`src/rtl/alu_arbiter_pkg.sv`:
```
// Shared types and constants for the two-requester ALU arbiter.
// Latency: n/a (declarations only).
// Backpressure: n/a.
package alu_arbiter_pkg;

  localparam int W_CPU    = 32;
  localparam int W_OPCODE = 4;
  localparam int W_ID     = 1;
  localparam int W_CNT    = 4;  // holds EXEC_CYCLES-1 for EXEC_CYCLES in 1..15

  localparam logic [W_OPCODE-1:0] OP_ADD = 4'd0;
  localparam logic [W_OPCODE-1:0] OP_SUB = 4'd1;
  localparam logic [W_OPCODE-1:0] OP_AND = 4'd2;
  localparam logic [W_OPCODE-1:0] OP_OR  = 4'd3;
  localparam logic [W_OPCODE-1:0] OP_XOR = 4'd4;

  typedef enum logic [1:0] {
    ST_IDLE = 2'd0,
    ST_EXEC = 2'd1,
    ST_RESP = 2'd2
  } state_t;

  typedef struct packed {
    logic [W_OPCODE-1:0] op;
    logic [W_CPU-1:0]    a;
    logic [W_CPU-1:0]    b;
  } alu_req_t;

  // Signed overflow of an addition, given the sign bits of both addends and the sum.
  function automatic logic add_ovf(input logic sa, input logic sb, input logic sr);
    return (sa == sb) && (sr != sa);
  endfunction

endpackage

```
`src/rtl/alu_arbiter_alu.sv`:
```
// Purpose: purely combinational ALU (ADD/SUB/AND/OR/XOR) with signed overflow and zero flag.
// Latency: combinational, zero cycles.
// Backpressure: none; the arbiter owns all timing.
// Ports: i_op/i_a/i_b operation in; o_r result, o_overflow signed overflow, o_zero result==0.
module alu_arbiter_alu
  import alu_arbiter_pkg::*;
(
  input  logic [W_OPCODE-1:0] i_op,
  input  logic [W_CPU-1:0]    i_a,
  input  logic [W_CPU-1:0]    i_b,
  output logic [W_CPU-1:0]    o_r,
  output logic                o_overflow,
  output logic                o_zero
);

  always_comb begin
    o_r        = '0;
    o_overflow = 1'b0;
    case (i_op)
      OP_ADD: begin
        o_r        = i_a + i_b;
        o_overflow = add_ovf(i_a[W_CPU-1], i_b[W_CPU-1], o_r[W_CPU-1]);
      end
      OP_SUB: begin
        // a - b == a + ~b + 1, so the overflow rule applies to a and ~b.
        o_r        = i_a - i_b;
        o_overflow = add_ovf(i_a[W_CPU-1], ~i_b[W_CPU-1], o_r[W_CPU-1]);
      end
      OP_AND:  o_r = i_a & i_b;
      OP_OR:   o_r = i_a | i_b;
      OP_XOR:  o_r = i_a ^ i_b;
      default: o_r = '0;  // unsupported opcodes produce zero, no overflow
    endcase
  end

  assign o_zero = (o_r == '0);

endmodule

```
`src/rtl/alu_arbiter.sv`:
```
// Purpose: round-robin arbiter granting one of two requesters a shared ALU, one op in flight.
// Latency: accept in cycle N -> rsp_valid in cycle N+EXEC_CYCLES+1; one op per EXEC_CYCLES+2 cycles max.
// Backpressure: rsp_ready low holds the response indefinitely; both reqN_ready stay low until it drains.
// Ports: clk/rst_n (sync, active-low); reqN_valid/ready/op/a/b per requester;
//        rsp_valid/ready/id/r/overflow/zero result channel; busy = not idle.
module alu_arbiter
  import alu_arbiter_pkg::*;
#(
  parameter int EXEC_CYCLES = 1
) (
  input  logic                clk,
  input  logic                rst_n,
  input  logic                req0_valid,
  output logic                req0_ready,
  input  logic [W_OPCODE-1:0] req0_op,
  input  logic [W_CPU-1:0]    req0_a,
  input  logic [W_CPU-1:0]    req0_b,
  input  logic                req1_valid,
  output logic                req1_ready,
  input  logic [W_OPCODE-1:0] req1_op,
  input  logic [W_CPU-1:0]    req1_a,
  input  logic [W_CPU-1:0]    req1_b,
  output logic                rsp_valid,
  input  logic                rsp_ready,
  output logic [W_ID-1:0]     rsp_id,
  output logic [W_CPU-1:0]    rsp_r,
  output logic                rsp_overflow,
  output logic                rsp_zero,
  output logic                busy
);

  localparam logic [W_CNT-1:0] CNT_LOAD = W_CNT'(EXEC_CYCLES - 1);

  state_t           r_state;
  state_t           w_state_nxt;
  logic             r_last;     // requester granted most recently
  logic [W_CNT-1:0] r_cnt;
  alu_req_t         r_req;
  logic [W_ID-1:0]  r_id;

  logic             w_grant;
  logic             w_idle;
  logic             w_accept;
  alu_req_t         w_sel_req;
  logic [W_CPU-1:0] w_alu_r;
  logic             w_alu_ovf;
  logic             w_alu_zero;

  // Tie goes to whoever did not win last; a lone requester always wins.
  always_comb begin
    w_grant = 1'b0;
    if (req0_valid && req1_valid) w_grant = ~r_last;
    else if (req1_valid)          w_grant = 1'b1;
  end

  // Gating with rst_n keeps both readies low while reset is asserted.
  assign w_idle     = (r_state == ST_IDLE) && rst_n;
  assign req0_ready = w_idle && req0_valid && !w_grant;
  assign req1_ready = w_idle && req1_valid &&  w_grant;
  assign w_accept   = req0_ready || req1_ready;

  always_comb begin
    w_sel_req = w_grant ? '{op: req1_op, a: req1_a, b: req1_b}
                        : '{op: req0_op, a: req0_a, b: req0_b};
  end

  // ALU sees only latched operands, so requester lines are free to change mid-op.
  alu_arbiter_alu u_alu (
    .i_op       (r_req.op),
    .i_a        (r_req.a),
    .i_b        (r_req.b),
    .o_r        (w_alu_r),
    .o_overflow (w_alu_ovf),
    .o_zero     (w_alu_zero)
  );

  always_ff @(posedge clk) begin
    if (!rst_n) r_state <= ST_IDLE;
    else        r_state <= w_state_nxt;
  end

  always_comb begin
    w_state_nxt = r_state;
    case (r_state)
      ST_IDLE: if (w_accept)       w_state_nxt = ST_EXEC;
      ST_EXEC: if (r_cnt == '0)    w_state_nxt = ST_RESP;
      ST_RESP: if (rsp_ready)      w_state_nxt = ST_IDLE;
      default:                     w_state_nxt = ST_IDLE;
    endcase
  end

  always_ff @(posedge clk) begin
    if (!rst_n) begin
      r_cnt        <= '0;
      r_last       <= 1'b1;
      r_req        <= '0;
      r_id         <= '0;
      rsp_id       <= '0;
      rsp_r        <= '0;
      rsp_overflow <= 1'b0;
      rsp_zero     <= 1'b0;
    end else if (w_accept) begin
      r_req  <= w_sel_req;
      r_id   <= w_grant;
      r_last <= w_grant;
      r_cnt  <= CNT_LOAD;
    end else if (r_state == ST_EXEC) begin
      if (r_cnt == '0) begin
        rsp_id       <= r_id;
        rsp_r        <= w_alu_r;
        rsp_overflow <= w_alu_ovf;
        rsp_zero     <= w_alu_zero;
      end else begin
        r_cnt <= r_cnt - 1'b1;
      end
    end
  end

  assign rsp_valid = (r_state == ST_RESP);
  assign busy      = (r_state != ST_IDLE);

endmodule
```
`config.mk`:
```
export PLATFORM = sky130hd
export DESIGN_NAME = alu_arbiter
export DESIGN_NICKNAME = d
export VERILOG_FILES = /design/src/rtl/alu_arbiter_pkg.sv /design/src/rtl/alu_arbiter_alu.sv /design/src/rtl/alu_arbiter.sv
export SDC_FILE = /design/constraint.sdc
export NUM_CORES = 1
export LEC_CHECK = 0
export ABC_AREA = 1
export CAP_MARGIN = 20
export CORE_MARGIN = 5
export CORE_UTILIZATION = 51
export CTS_CLUSTER_DIAMETER = 50
export DETAILED_ROUTE_END_ITERATION = 6
export PLACE_DENSITY_LB_ADDON = 0.12
export SYNTH_ARGS = -nofsm -noshare
export SYNTH_HDL_FRONTEND = slang
export SYNTH_HIERARCHICAL = 1
export SYNTH_SLANG_ARGS = --single-unit
```
`constraint.sdc`:
```
create_clock -name clk -period 2.2 [get_ports clk]
set_clock_uncertainty 0.15 [all_clocks]
set_input_delay 0.33 -clock clk [delete_from_list [all_inputs] [get_ports clk]]
set_output_delay 0.33 -clock clk [all_outputs]
set_load 0.05 [all_outputs]
```
==> results of run 1 <==
==> state kept, by name, summed over array words and instances, names as in the netlist <==
register	cells
rsp_overflow	1
r_state	2
r_cnt	4
rsp_id	1
rsp_r	32
rsp_zero	1
r_last	1
r_id	1
r_req	68
==> cells in the mapped netlist, types with 2 or more instances <==
master / instances
nand2_1: 735
inv_1: 533
nor2_1: 273
nand3_1: 262
dfxtp_1: 111
ha_1: 103
a21oi_1: 63
o21ai_0: 60
clkbuf_1: 35
buf_2: 33
buf_4: 19
o22ai_1: 19
a221oi_1: 12
nor2_2: 11
nand4_1: 10
nand2_2: 9
nand3_2: 9
nor3_1: 9
inv_2: 8
o21bai_1: 6
xor2_1: 6
buf_6: 5
and3_1: 3
buf_1: 3
clkinv_1: 3
a21oi_2: 2
fa_1: 2
nor3_2: 2
nor4_1: 2
o211ai_1: 2
or2_2: 2
==> kinds of logic (layout without fill, tap and decap cells) <==
logic type	Yosys count	after routing	synth area share, %
flops	111	111	17.5
compound gates	169	169	7.53
xor+xnor	6	6	0.415
fa+ha+maj	105	105	10.5
buf+inv	639	1081	20.1
simple gates	1334	1334	43.9
==> cell type report <==
class / count / area (sq um)
Fill cell: 1935 / 5580
Sequential cell: 111 / 2260
Clock buffer: 10 / 239
Multi-Input combinational cell: 1614 / 9250
Inverter: 544 / 2050
Tap cell: 324 / 405
Timing Repair Buffer: 521 / 4550
Clock inverter: 6 / 52.6
==> power by group through the flow <==
stage / clock network, mW / logic [mW] / registers, mW
finish: 1.78 / 7.49 / 2.35
global route: 1.85 / 8.06 / 2.37
CTS: 1.77 / 6.70 / 2.33
detailed placement: 0 / 6.05 / 2.37
global placement: 0 / 5.95 / 2.36
floorplan: 0 / 3.21 / 2.59
==> metrics by stage <==
step / setup WS [ps] / instance area, sq um / total power [mW] / TNS, ps
after detailed placement: -826 / 16900 / 8.42 / -12750
final: -552 / 18800 / 11.6 / -8200
after floorplan: -160 / 12700 / 5.79 / -160
after CTS: -499 / 18100 / 10.8 / -6020
after global placement: -826 / 16900 / 8.30 / -10990
after global routing: -721 / 18800 / 12.3 / -12170
==> routing by layer <==
metal  global-route usage [%]  wire length [um]  up-vias
li1                         -                 -     7942
met1                     45.8             21300     7327
met2                     56.7             23000      795
met3                     4.71              4790      141
met4                     9.92              1770        0
met5                        0                 0        -
==> what timing repair did <==
action                                  in CTS  in global routing
cloned                                       0                  0
pin swaps                                   44                 70
buffers inserted                            16                 21
endpoints found under the setup margin      31                 33
gates resized for setup                    207                174
==> worst max-delay path: stages (launching register included) <==
cell and delay, ps:
dfxtp_4 380, ha_4 170, fa_2 430, nand3_2 110, nand3_4 100, buf_4 150, xor2_1 120, nor2_1 60
nor2_2 100, nand2_1 60, nor2_1 100, nand2_1 70, nor2_2 130, nand4_1 220, nor2_2 160, o21ai_1 60
nor2_1 100
==> how the worst max path moves through the flow <==
stage	startpoint	endpoint	slack (ps)	cells past startpoint
2_1_floorplan	r_req[32]	rsp_zero	-160	18
3_3_place_gp	r_req[21]	rsp_zero	-830	17
3_5_place_dp	r_req[21]	rsp_zero	-830	17
4_1_cts	r_req[32]	rsp_zero	-500	21
5_1_grt	r_req[32]	rsp_zero	-720	15
6_report	r_req[32]	rsp_zero	-550	16
==> results.txt, run 1 <==
----------------------------------------------------
[Routing]
  Total vias in the final route ... roughly 16000
  DRC errors left ... 0
  Average detailed-routed wire length per instance ... 16.2 um
  Number of antenna-violating nets in the routed design ... 0
  Number of design-rule violations left by the first detailed-router iteration ... 1605
  Average via count per standard cell ... 5.18
  Detailed-route wire length ... a little over 50000 um
  Drt pass-1 iters ... 7

[Timing]
  Crit share post-route ... 125%
  Final hold violations ... 0
  Worst slack on hold paths ... 97.2 ps
  Setup violators final ... 31
  Fin crit period ... 2750 ps
  Worst Max-Slew Pin Slew ... 619 ps
  Headroom to the max-slew limit ... 58.3%
  Peak Freq ... 363 MHz
  Worst setup slack after layout ... -552 ps
  Pins over their slew limit ... 0
  Unrepaired setup endpoints after global routing ... yes

[Pwr]
  Proportion of power drawn by flip-flops and latches ... around a fifth
  Cell area power density ... 617 nW/um^2
  Proportion of power drawn by the clock network ... 15.3%
  Worst supply voltage drop on vdd ... 408 uV
  Switching portion of total power ... 46.2%
  Static power due to leakage ... between 10 and 15 nW
  Reported net switching power ... 5.37 mW
  Internal power ... 6.25 mW
  Combinational share of power ... 64.5%

[CTS]
  Number of clock sinks ... between 100 and 150
  Source-to-sink clock delay at the later pin of the worst-skew pair ... 370 ps
  Buffers from clock root to sink, at most ... 2
  Library cell used as clock root buffer ... clkbuf_16
  Maximum level of the CTS H-tree ... 3
  Clock buffer count from CTS ... 9
  TritonCTS clock tree ... done
  Quantity of hold-fixing buffers added after cts ... 0
  Clock transition at path regs ... approximately 90 ps

[Worst setup path]
  Reg2Reg Setup Slack ... -550 ps
  Worst flop-to-flop path startpoint ... r_req[32]
  CP Launch Type ... register
  Crit Reg-Reg Endpoint ... rsp_zero
  Arrival @ worst endpoint ... 2920 ps
  Register-to-Register Path Depth ... 16
  Type of the worst setup path ... reg2reg
  Largest fanout of any net on the critical path ... 4
  Required arrival time at the worst endpoint ... ~2400 ps
  Worst setup EP type ... register

[Flow run]
  Max-cap violations ... 0

[Run status]
  Failing checks ... negative setup slack
  Run status ... finished with violations

[Yosys]
  Gate Count Post-Synth ... 2364
  Top post-synthesis cells by area ... nand2_1 22%, dfxtp_1 18%, inv_1 16%
  Share of synthesized flip-flops with an asynchronous set or reset ... 0%
  Largest area contributor in the netlist ... nand2_1
  Flip-flop and latch count after synthesis ... 111
  Yosys Warn Count ... 6
  Count of flip-flops with a built-in enable after synthesis ... 0
  Post-synth top area share ... 21.8%
  Mapped Nets ... 2610
  Register area share after synthesis ... approximately 18%
  Most used flip-flop cell after synthesis ... dfxtp_1
  Post-synthesis instance area ... 12700 sq um
  Mean instance size in the synthesized netlist ... 5.36 sq um
  Unique masters post-synth ... 43

[Finish]
  Post-layout net count ... 3047
  Growth of design area from synthesis to finish ... 48.6%
  Utilization of the core after routing ... 77.1%
  Most frequent cells in the layout ... 658 x nand2_1, 511 x inv_1, 318 x buf_4, 226 x nand3_1, 213 x nor2_1
  Leading cell type in the layout, fill and taps excluded ... nand2_1
  Count of non-filler cells in the finished layout ... 3130
  Share of cells above drive strength 1 ... between 20% and 30%
  Antenna diodes ... 0

[Global route]
  Gr usage total ... 34.0%
  Pin count of the biggest net entering global routing ... about 110
  Via count of the first global-routing pass ... around 15000
  Global-route wire length before repair ... 77700 um
  GRT overflow ... 0
  Antenna violations before repair ... 0

[Min path]
  Number of cells traversed by the worst hold path ... 2
  Hold Crit Class ... in2reg
  End point of the worst hold path ... r_last
  Critical hold path startpoint ... rst_n

[Floorplanning]
  I/O Pins ... 180
  Die X-Extent ... 168 um
  Placement row count ... between 50 and 60
  Starting density of the core ... 51.9%
  Floorplan die area ... 28100 sq um
  Y dimension of the die ... 168 um
  Core area ... 24400 sq um

[Place]
  Final RePlAce weighted congestion ... between 1 and 1.5
  HPWL after detailed placement ... 39100 um
  Placed instance count ... 3078
  PortBufs ... 179

----------------------------------------------------
(Power assumes the default switching activity.)
==> inputs of run 2 (changes only) <==
--- a/config.mk
+++ b/config.mk
@@ -7,12 +7,14 @@
 export LEC_CHECK = 0
 export ABC_AREA = 1
 export CAP_MARGIN = 20
+export CELL_PAD_IN_SITES_DETAIL_PLACEMENT = 1
+export CELL_PAD_IN_SITES_GLOBAL_PLACEMENT = 2
 export CORE_MARGIN = 5
-export CORE_UTILIZATION = 51
+export CORE_UTILIZATION = 26
+export CTS_BUF_LIST = sky130_fd_sc_hd__clkbuf_4 sky130_fd_sc_hd__clkbuf_8
 export CTS_CLUSTER_DIAMETER = 50
 export DETAILED_ROUTE_END_ITERATION = 6
 export PLACE_DENSITY_LB_ADDON = 0.12
 export SYNTH_ARGS = -nofsm -noshare
 export SYNTH_HDL_FRONTEND = slang
-export SYNTH_HIERARCHICAL = 1
 export SYNTH_SLANG_ARGS = --single-unit
==> run 2 against run 1 <==
Effect of this change: the run still ends with negative setup slack left; final cell count is 3.4% lower; core utilization is 31 points lower; wire length is 14% higher; critical path depth is 5 higher; critical endpoint unchanged; combinational power is 36% higher; largest cell class unchanged; setup slack worse by 45 ps; worst hold slack better by 180 ps; sequential power is 5% higher; first-iteration DRC count is 54% lower; die area is 66% higher; register-to-register slack worse by 50 ps; non-clock buffer count is 111 higher.
==> results.txt, run 2 <==
----------------------------------------------------
[Worst setup path]
  Buffer and inverter count on the worst path ... 5 (was 1)
  Worst setup EP type ... register (unchanged)
  CP Cell Sequence ... inv_4, ha_4, inv_2, fa_2, nand2_2, nand2_4, nand2_2, nand2_2, buf_6, nand2_2, o211ai_1, nand2_1, inv_1, nor2_1, buf_4, nand2_1, nor2_2, nand2_1, nor2_1, nand4_1, a21oi_2 (was ha_4, fa_2, nand3_2, nand3_4, buf_4, xor2_1, nor2_1, nor2_2, nand2_1, nor2_1, nand2_1, nor2_2, nand4_1, nor2_2, o21ai_1, nor2_1)
  Most repeated library cell on the critical path ... nand2_2
  Worst stage delay on the critical path ... 390 ps (was 430 ps)
  Arrival @ worst endpoint ... 3030 ps (was 2920 ps)
  CP Launch Type ... register (unchanged)
  Cell with the largest stage delay on the worst path ... fa_2 (unchanged)
  Register-to-Register Path Depth ... 21 (was 16)
  Type of the worst setup path ... reg2reg (unchanged)
  Largest fanout of any net on the critical path ... 4 (unchanged)
  Top Family by Delay on Critical Path ... simple AND/OR/NAND/NOR gates (unchanged)
  CP Depth ... 21 (was 16)
  Required arrival time at the worst endpoint ... 2440 ps (was 2370 ps)

[CTS]
  Clock buffer count from CTS ... 9 (unchanged)
  Source-to-sink clock delay at the later pin of the worst-skew pair ... 460 ps (was 370 ps)
  Quantity of hold-fixing buffers added after cts ... 0 (unchanged)
  TritonCTS clock tree ... done (unchanged)
  Maximum level of the CTS H-tree ... 3 (unchanged)
  Library cell used as clock root buffer ... clkbuf_8 (was clkbuf_16)
  Number of clock sinks ... 111 (unchanged)
  Clock transition at path regs ... 110 ps (was 90 ps)
  Buffers from clock root to sink, at most ... 2 (unchanged)

[Timing]
  Worst Max-Slew Pin Slew ... 632 ps (was 619 ps)
  Peak Freq ... 358 MHz (was 363 MHz)
  Setup violators final ... 28 (was 31)
  Worst setup slack after layout ... -597 ps (was -552 ps)
  Pins over their slew limit ... 0 (unchanged)
  Crit share post-route ... 127% (was 125%)
  Unrepaired setup endpoints after global routing ... yes (unchanged)
  Fin crit period ... 2800 ps (was 2750 ps)
  Total Neg Setup Slack ... -7320 ps (was -8200 ps)
  Headroom to the max-slew limit ... 57.9% (was 58.3%)
  Final hold violations ... 0 (unchanged)

[Routing]
  Average via count per standard cell ... 4.74 (was 5.18)
  Average detailed-routed wire length per instance ... 19.1 um (was 16.2 um)
  Detailed-route wire length ... 57800 um (was 50800 um)
  Number of design-rule violations left by the first detailed-router iteration ... 732 (was 1605)
  Drt pass-1 iters ... 5 (was 7)
  Number of antenna-violating nets in the routed design ... 0 (unchanged)
  DRC errors left ... 0 (unchanged)
  Total vias in the final route ... 14338 (was 16205)

[Global route]
  Antenna violations before repair ... 1 (was 0)
  GRT overflow ... 0 (unchanged)
  Global routing met2 resource utilization ... 37.1% (was 56.7%)
  Met3 Track Usage GR ... 2.37% (was 4.71%)
  Global-route wire length before repair ... 85600 um (was 77700 um)
  Pin count of the biggest net entering global routing ... 103 (was 105)
  Met1 routing resource usage after global routing ... 34.3% (was 45.8%)
  Gr usage total ... 23.5% (was 34.0%)
  Via count of the first global-routing pass ... 14951 (was 15170)
  Most crowded layer after global routing ... met2 (unchanged)

[Yosys]
  Top post-synthesis cells by area ... dfxtp_1 20%, nand2_1 20%, ha_1 12% (was nand2_1 22%, dfxtp_1 18%, inv_1 16%)
  Post-synth top area share ... 20.1% (was 21.8%)
  Register area share after synthesis ... 20.1% (was 17.5%)
  Share of synthesized flip-flops with an asynchronous set or reset ... 0% (unchanged)
  List of most frequent post-synthesis cells ... 590 x nand2_1, 311 x inv_1, 201 x nor2_1, 135 x nand3_1, 111 x dfxtp_1 (was 735 x nand2_1, 533 x inv_1, 273 x nor2_1, 262 x nand3_1, 111 x dfxtp_1)
  Most common cell in the netlist ... nand2_1 (unchanged)
  Most used flip-flop cell after synthesis ... dfxtp_1 (unchanged)
  Mean instance size in the synthesized netlist ... 5.75 sq um (was 5.36 sq um)
  Largest area contributor in the netlist ... dfxtp_1 (was nand2_1)
  Count of flip-flops with a built-in enable after synthesis ... 0 (unchanged)
  Flip-flop and latch count after synthesis ... 111 (unchanged)
  Unique masters post-synth ... 39 (was 43)
  Gate Count Post-Synth ... 1921 (was 2364)
  Post-synthesis instance area ... 11000 sq um (was 12700 sq um)
  Yosys Warn Count ... 0 (was 6)
  Mapped Nets ... 2168 (was 2610)

[Floorplanning]
  Core area ... 41900 sq um (was 24400 sq um)
  Y dimension of the die ... 216 um (was 168 um)
  Die X-Extent ... 216 um (was 168 um)
  Placement row count ... 75 (was 57)
  Starting density of the core ... 26.3% (was 51.9%)
  Floorplan die area ... 46700 sq um (was 28100 sq um)
  I/O Pins ... 180 (unchanged)

[Finish]
  Fill cell total of the finished layout ... 5365 (was 1935)
  Leading cell type in the layout, fill and taps excluded ... nand2_1 (unchanged)
  Number of flip-flops in the largest register ... 68 (unchanged)
  Most frequent cells in the layout ... 446 x nand2_1, 387 x buf_4, 235 x inv_1, 161 x clkdlybuf4s50_1, 117 x nor2_1 (was 658 x nand2_1, 511 x inv_1, 318 x buf_4, 226 x nand3_1, 213 x nor2_1)
  Register bank with the most flops ... r_req (unchanged)
  Growth of design area from synthesis to finish ... 76.1% (was 48.6%)
  Final std cell area, no fill ... 19400 sq um (was 18800 sq um)
  Largest registers ranked by flip-flop count ... r_req: 68 flops, rsp_r: 32 flops, r_cnt: 4 flops (unchanged)
  Post-layout net count ... 2727 (was 3047)
  Share of cells above drive strength 1 ... 41.3% (was 25.4%)

[Pwr]
  Internal power ... 7.19 mW (was 6.25 mW)
  Worst supply voltage drop on vdd ... 309 uV (was 408 uV)
  Cell area power density ... 716 nW/um^2 (was 617 nW/um^2)
  Proportion of power drawn by the clock network ... 9.0% (was 15.3%)
  Switching portion of total power ... 48.3% (was 46.2%)
  Post-route total power ... 13.9 mW (was 11.6 mW)
  Combinational share of power ... 73.3% (was 64.5%)
  Reported net switching power ... 6.72 mW (was 5.37 mW)
  Static power due to leakage ... 9.52 nW (was 10.6 nW)
  Proportion of power drawn by flip-flops and latches ... 17.7% (was 20.2%)

[Place]
  Instance area at placement ... 16300 sq um (was 16900 sq um)
  HPWL after detailed placement ... 46500 um (was 39100 um)
  PortBufs ... 179 (unchanged)
  Final RePlAce weighted congestion ... 0.882 (was 1.06)

[Min path]
  Hold Crit Class ... in2reg (unchanged)
  Number of cells traversed by the worst hold path ... 3 (was 2)

[Run status]
  Run status ... finished with violations (unchanged)
  Failing checks ... negative setup slack (unchanged)

[Flow run]
  Max-cap violations ... 0 (unchanged)

----------------------------------------------------
-- run 2: layout make-up --
| type | instances | area, sq um | area share [%] |
|---|---|---|---|
| sequential | 111 | 2290 | 11.8 |
| timing repair buffer | 632 | 5680 | 29.2 |
| inverter | 318 | 1220 | 6.26 |
| multi-input combinational | 1408 | 9420 | 48.4 |
| antenna | 1 | 2.50 | 0.0129 |
| tap | 539 | 674 | 3.47 |
| clock buffer | 10 | 138 | 0.708 |
| clock inverter | 5 | 33.8 | 0.174 |
-- run 2: timing repair --
item                       4_1_cts  5_1_grt
gates cloned                     0        3
setup endpoints to repair       33       70
pin swaps                      127      137
gates resized for setup        491      232
setup buffers                   43       33
-- run 2: power by group through the flow --
stage,clock network (mW),logic (mW),registers [mW]
3_3_place_gp,0,7.55,2.46
3_5_place_dp,0,7.64,2.47
6_report,1.25,10.2,2.46
5_1_grt,1.37,11.0,2.49
2_1_floorplan,0,3.45,2.78
4_1_cts,1.33,9.25,2.45
-- run 2: logic make-up after synthesis --
family	Yosys count	synth area share (%)
AO/OA/AOI/OAI	315	16.2
flip-flops	111	20.1
XOR/XNOR	1	0.0793
AND/OR/NAND/NOR	986	36.6
buffers and inverters	402	14.8
adder cells (fa/ha/maj)	106	12.1
-- run 2: worst reg2reg max path: stages (launching register included) --
cell and delay, ps:
dfxtp_4 380, inv_4 60, ha_4 130, inv_2 40
fa_2 390, nand2_2 120, nand2_4 80, nand2_2 80
nand2_2 70, buf_6 140, nand2_2 40, o211ai_1 80
nand2_1 70, inv_1 40, nor2_1 80, buf_4 140
nand2_1 60, nor2_2 130, nand2_1 90, nor2_1 100
nand4_1 120, a21oi_2 130
-- run 2: stage by stage --
stage | setup slack (ps) | utilization [%] | std cells | hold slack, ps
global placement | -798 | 38.9 | 2950 | 289
floorplan | -56.7 | - | 1921 | 279
detailed placement | -889 | 38.9 | 2950 | 303
finish | -597 | 46.4 | 3024 | 277
global route | -698 | 46.4 | 3023 | 278
CTS | -586 | 43.9 | 2996 | 239
-- run 2: per-layer routing --
layer  share of wire (%)  vias to the layer above  routed length (um)
met5                   0                        -                   0
met4                 1.9                        0                1080
met3                 2.8                       45                1640
met2                  44                      245               25500
met1                  51                     6833               29600
li1                    -                     7215                   -
-- run 2: path summary, 6_finish.rpt --
check | from | slack (ps) | endpoint
max | r_req[32] | -600 | rsp_zero
min | req0_a[1] | 280 | r_req[33]
max reg2reg | r_req[32] | -600 | rsp_zero
min reg2reg | r_last | 320 | r_last
==> inputs of run 3 (changes only) <==
--- a/config.mk
+++ b/config.mk
@@ -15,6 +15,7 @@
 export CTS_CLUSTER_DIAMETER = 50
 export DETAILED_ROUTE_END_ITERATION = 6
 export PLACE_DENSITY_LB_ADDON = 0.12
+export SETUP_SLACK_MARGIN = 0.5
 export SYNTH_ARGS = -nofsm -noshare
 export SYNTH_HDL_FRONTEND = slang
 export SYNTH_SLANG_ARGS = --single-unit
==> run 3 against run 2 <==
Effect of this change: the flow still finishes with violations (negative setup slack); non-clock buffer count is 101 higher; critical endpoint unchanged; largest cell class unchanged; core utilization is 5.7 points higher; count of clock-buffer cells in the layout stayed put.
==> results.txt, run 3 (synthesis gave the netlist of run 2 again) <==
----------------------------------------------------
[Routing]
  Total vias in the final route ... 15117 (was 14338)
  Number of antenna-violating nets in the routed design ... 0 (unchanged)
  Drt pass-1 iters ... 5 (unchanged)
  Routed length on met3 ... 2010 um (was 1640 um)
  DR top layer ... met4 (unchanged)
  Detail Route met2 WL ... 29100 um (was 25500 um)
  Average via count per standard cell ... 4.84 (was 4.74)
  DRC errors left ... 0 (unchanged)
  Detailed-route wire length ... 61500 um (was 57800 um)
  Average detailed-routed wire length per instance ... 19.7 um (was 19.1 um)
  Metal-1 WL ... 29100 um (was 29600 um)
  Number of design-rule violations left by the first detailed-router iteration ... 601 (was 732)

[Timing]
  Peak Freq ... 362 MHz (was 358 MHz)
  Unrepaired setup endpoints after global routing ... yes (unchanged)
  Pins over their slew limit ... 0 (unchanged)
  Headroom to the max-slew limit ... 60.1% (was 57.9%)
  Total Neg Setup Slack ... -8860 ps (was -7320 ps)
  Setup violators final ... 29 (was 28)
  Crit share post-route ... 126% (was 127%)
  Worst slack on hold paths ... 272 ps (was 277 ps)
  Worst setup slack after layout ... -565 ps (was -597 ps)
  Fin crit period ... 2760 ps (was 2800 ps)
  Worst Max-Slew Pin Slew ... 598 ps (was 632 ps)
  Final hold violations ... 0 (unchanged)

[Min path]
  Hold Crit Class ... in2reg (unchanged)
  Critical hold path startpoint ... req0_b[1] (was req0_a[1])
  End point of the worst hold path ... r_req[1] (was r_req[33])
  Number of cells traversed by the worst hold path ... 3 (unchanged)

[Place]
  Placed instance count ... 2985 (was 2950)
  HPWL after detailed placement ... 47000 um (was 46500 um)
  PortBufs ... 179 (unchanged)
  Final RePlAce weighted congestion ... 0.944 (was 0.882)
  Setup slack after placement ... -872 ps (was -889 ps)

[Finish]
  Register bank with the most flops ... r_req (unchanged)
  Area occupied by multi-input gates ... 10700 sq um (was 9420 sq um)
  Count of non-filler cells in the finished layout ... 3125 (was 3024)
  Area used by sequential logic in the layout ... 2320 sq um (was 2290 sq um)
  Post-layout net count ... 2828 (was 2727)
  Leading cell type in the layout, fill and taps excluded ... nand2_1 (unchanged)
  Largest registers ranked by flip-flop count ... r_req: 68 flops, rsp_r: 32 flops, r_cnt: 4 flops (unchanged)
  Number of flip-flops in the largest register ... 68 (unchanged)
  Fill cell total of the finished layout ... 5223 (was 5365)
  Most frequent cells in the layout ... 438 x nand2_1, 415 x buf_4, 234 x inv_1, 139 x clkdlybuf4s50_1, 108 x buf_6 (was 446 x nand2_1, 387 x buf_4, 235 x inv_1, 161 x clkdlybuf4s50_1, 117 x nor2_1)
  Antenna diodes ... 0 (was 1)
  Growth of design area from synthesis to finish ... 97.6% (was 76.1%)
  Share of cells above drive strength 1 ... 50.3% (was 41.3%)

[Pwr]
  Post-route total power ... 15.3 mW (was 13.9 mW)
  Static power due to leakage ... 10.5 nW (was 9.52 nW)
  Cell area power density ... 699 nW/um^2 (was 716 nW/um^2)
  Worst supply voltage drop on vdd ... 293 uV (was 309 uV)

[Worst setup path]
  CP Launch Type ... register (unchanged)
  Register-to-Register Path Depth ... 20 (was 21)
  Worst flop-to-flop path startpoint ... r_req[6] (was r_req[32])
  Largest fanout of any net on the critical path ... 4 (unchanged)
  Reg2Reg Setup Slack ... -560 ps (was -600 ps)
  Crit Reg-Reg Endpoint ... rsp_zero (unchanged)
  Arrival @ worst endpoint ... 3010 ps (was 3030 ps)
  Worst setup EP type ... register (unchanged)
  Required arrival time at the worst endpoint ... 2440 ps (about the same)
  Type of the worst setup path ... reg2reg (unchanged)

[CTS]
  Buffers from clock root to sink, at most ... 2 (unchanged)
  Clock buffer count from CTS ... 9 (unchanged)
  Clock transition at path regs ... 120 ps (was 110 ps)
  Source-to-sink clock delay at the later pin of the worst-skew pair ... 470 ps (was 460 ps)
  Maximum level of the CTS H-tree ... 3 (unchanged)
  TritonCTS clock tree ... done (unchanged)
  Library cell used as clock root buffer ... clkbuf_8 (unchanged)
  Number of clock sinks ... 111 (unchanged)
  Quantity of hold-fixing buffers added after cts ... 0 (unchanged)

[Floorplanning]
  I/O Pins ... 180 (unchanged)
  Die X-Extent ... 216 um (unchanged)
  Y dimension of the die ... 216 um (unchanged)
  Floorplan die area ... 46700 sq um (unchanged)
  Starting density of the core ... 26.3% (unchanged)
  Placement row count ... 75 (unchanged)
  Core area ... 41900 sq um (unchanged)

[Global route]
  Via count of the first global-routing pass ... 15938 (was 14951)
  Antenna violations before repair ... 0 (was 1)
  Global-route wire length before repair ... 90300 um (was 85600 um)
  Pin count of the biggest net entering global routing ... 90 (was 103)
  Gr usage total ... 24.7% (was 23.5%)
  GRT overflow ... 0 (unchanged)

[Run status]
  Failing checks ... negative setup slack (unchanged)
  Run status ... finished with violations (unchanged)

[Flow run]
  Max-cap violations ... 0 (unchanged)

----------------------------------------------------
==> run 3: power breakdown <==
part	switching [mW]	total, mW	internal [mW]
registers	0.185	2.47	2.29
clock network	0.871	1.43	0.563
logic	6.22	11.3	5.13
==> run 3: timing repair <==
action | CTS | global route
gates resized for setup | 718 | 364
setup buffers | 69 | 47
endpoints found under the setup margin | 134 | 115
gates cloned | 3 | 5
pin swaps | 172 | 132
==> run 3: how the worst max path moves through the flow <==
stage	from	endpoint	slack (ps)
after floorplan	r_req[0]	rsp_zero	-50
after global placement	r_req[34]	rsp_zero	-860
after detailed placement	r_req[32]	rsp_zero	-870
after CTS	r_req[0]	rsp_zero	-580
after global routing	r_req[1]	rsp_zero	-720
final	r_req[6]	rsp_zero	-560
==> run 3: area by class of cell <==
| cell class | count | area share [%] |
|---|---|---|
| clock inverter | 6 | 0.315 |
| sequential | 111 | 10.6 |
| inverter | 318 | 5.65 |
| multi-input combinational | 1408 | 48.8 |
| timing repair buffer | 733 | 30.8 |
| tap | 539 | 3.09 |
| clock buffer | 10 | 0.631 |
==> run 3: through the flow <==
step | util (%) | instance area, sq um
final | 52.0 | 21800
after global routing | 52.0 | 21800
after CTS | 47.5 | 19900
after detailed placement | 40.2 | 16900
after global placement | 40.2 | 16900
after floorplan | - | 11600
==> run 3: critical path, cell delays in order, from the launching register on <==
cell and delay, ps:
dfxtp_4 400, inv_4 40, ha_4 300, nand2_2 80, buf_4 160, inv_1 50, nand2_1 50, nand2_1 120
inv_1 120, nand2_8 110, buf_6 90, o211ai_1 100, nand2_1 110, inv_2 50, nor2_4 160, nand2_1 80
nor2_2 140, nand2_1 80, nor2_1 90, nand4_1 100, a21oi_1 120
==> run 3: metal layers <==
layer / global-route usage [%] / up-vias
met5: 0 / -
met4: 7.23 / 0
met3: 2.78 / 52
met2: 40.3 / 258
met1: 34.5 / 7377
li1: - / 7430
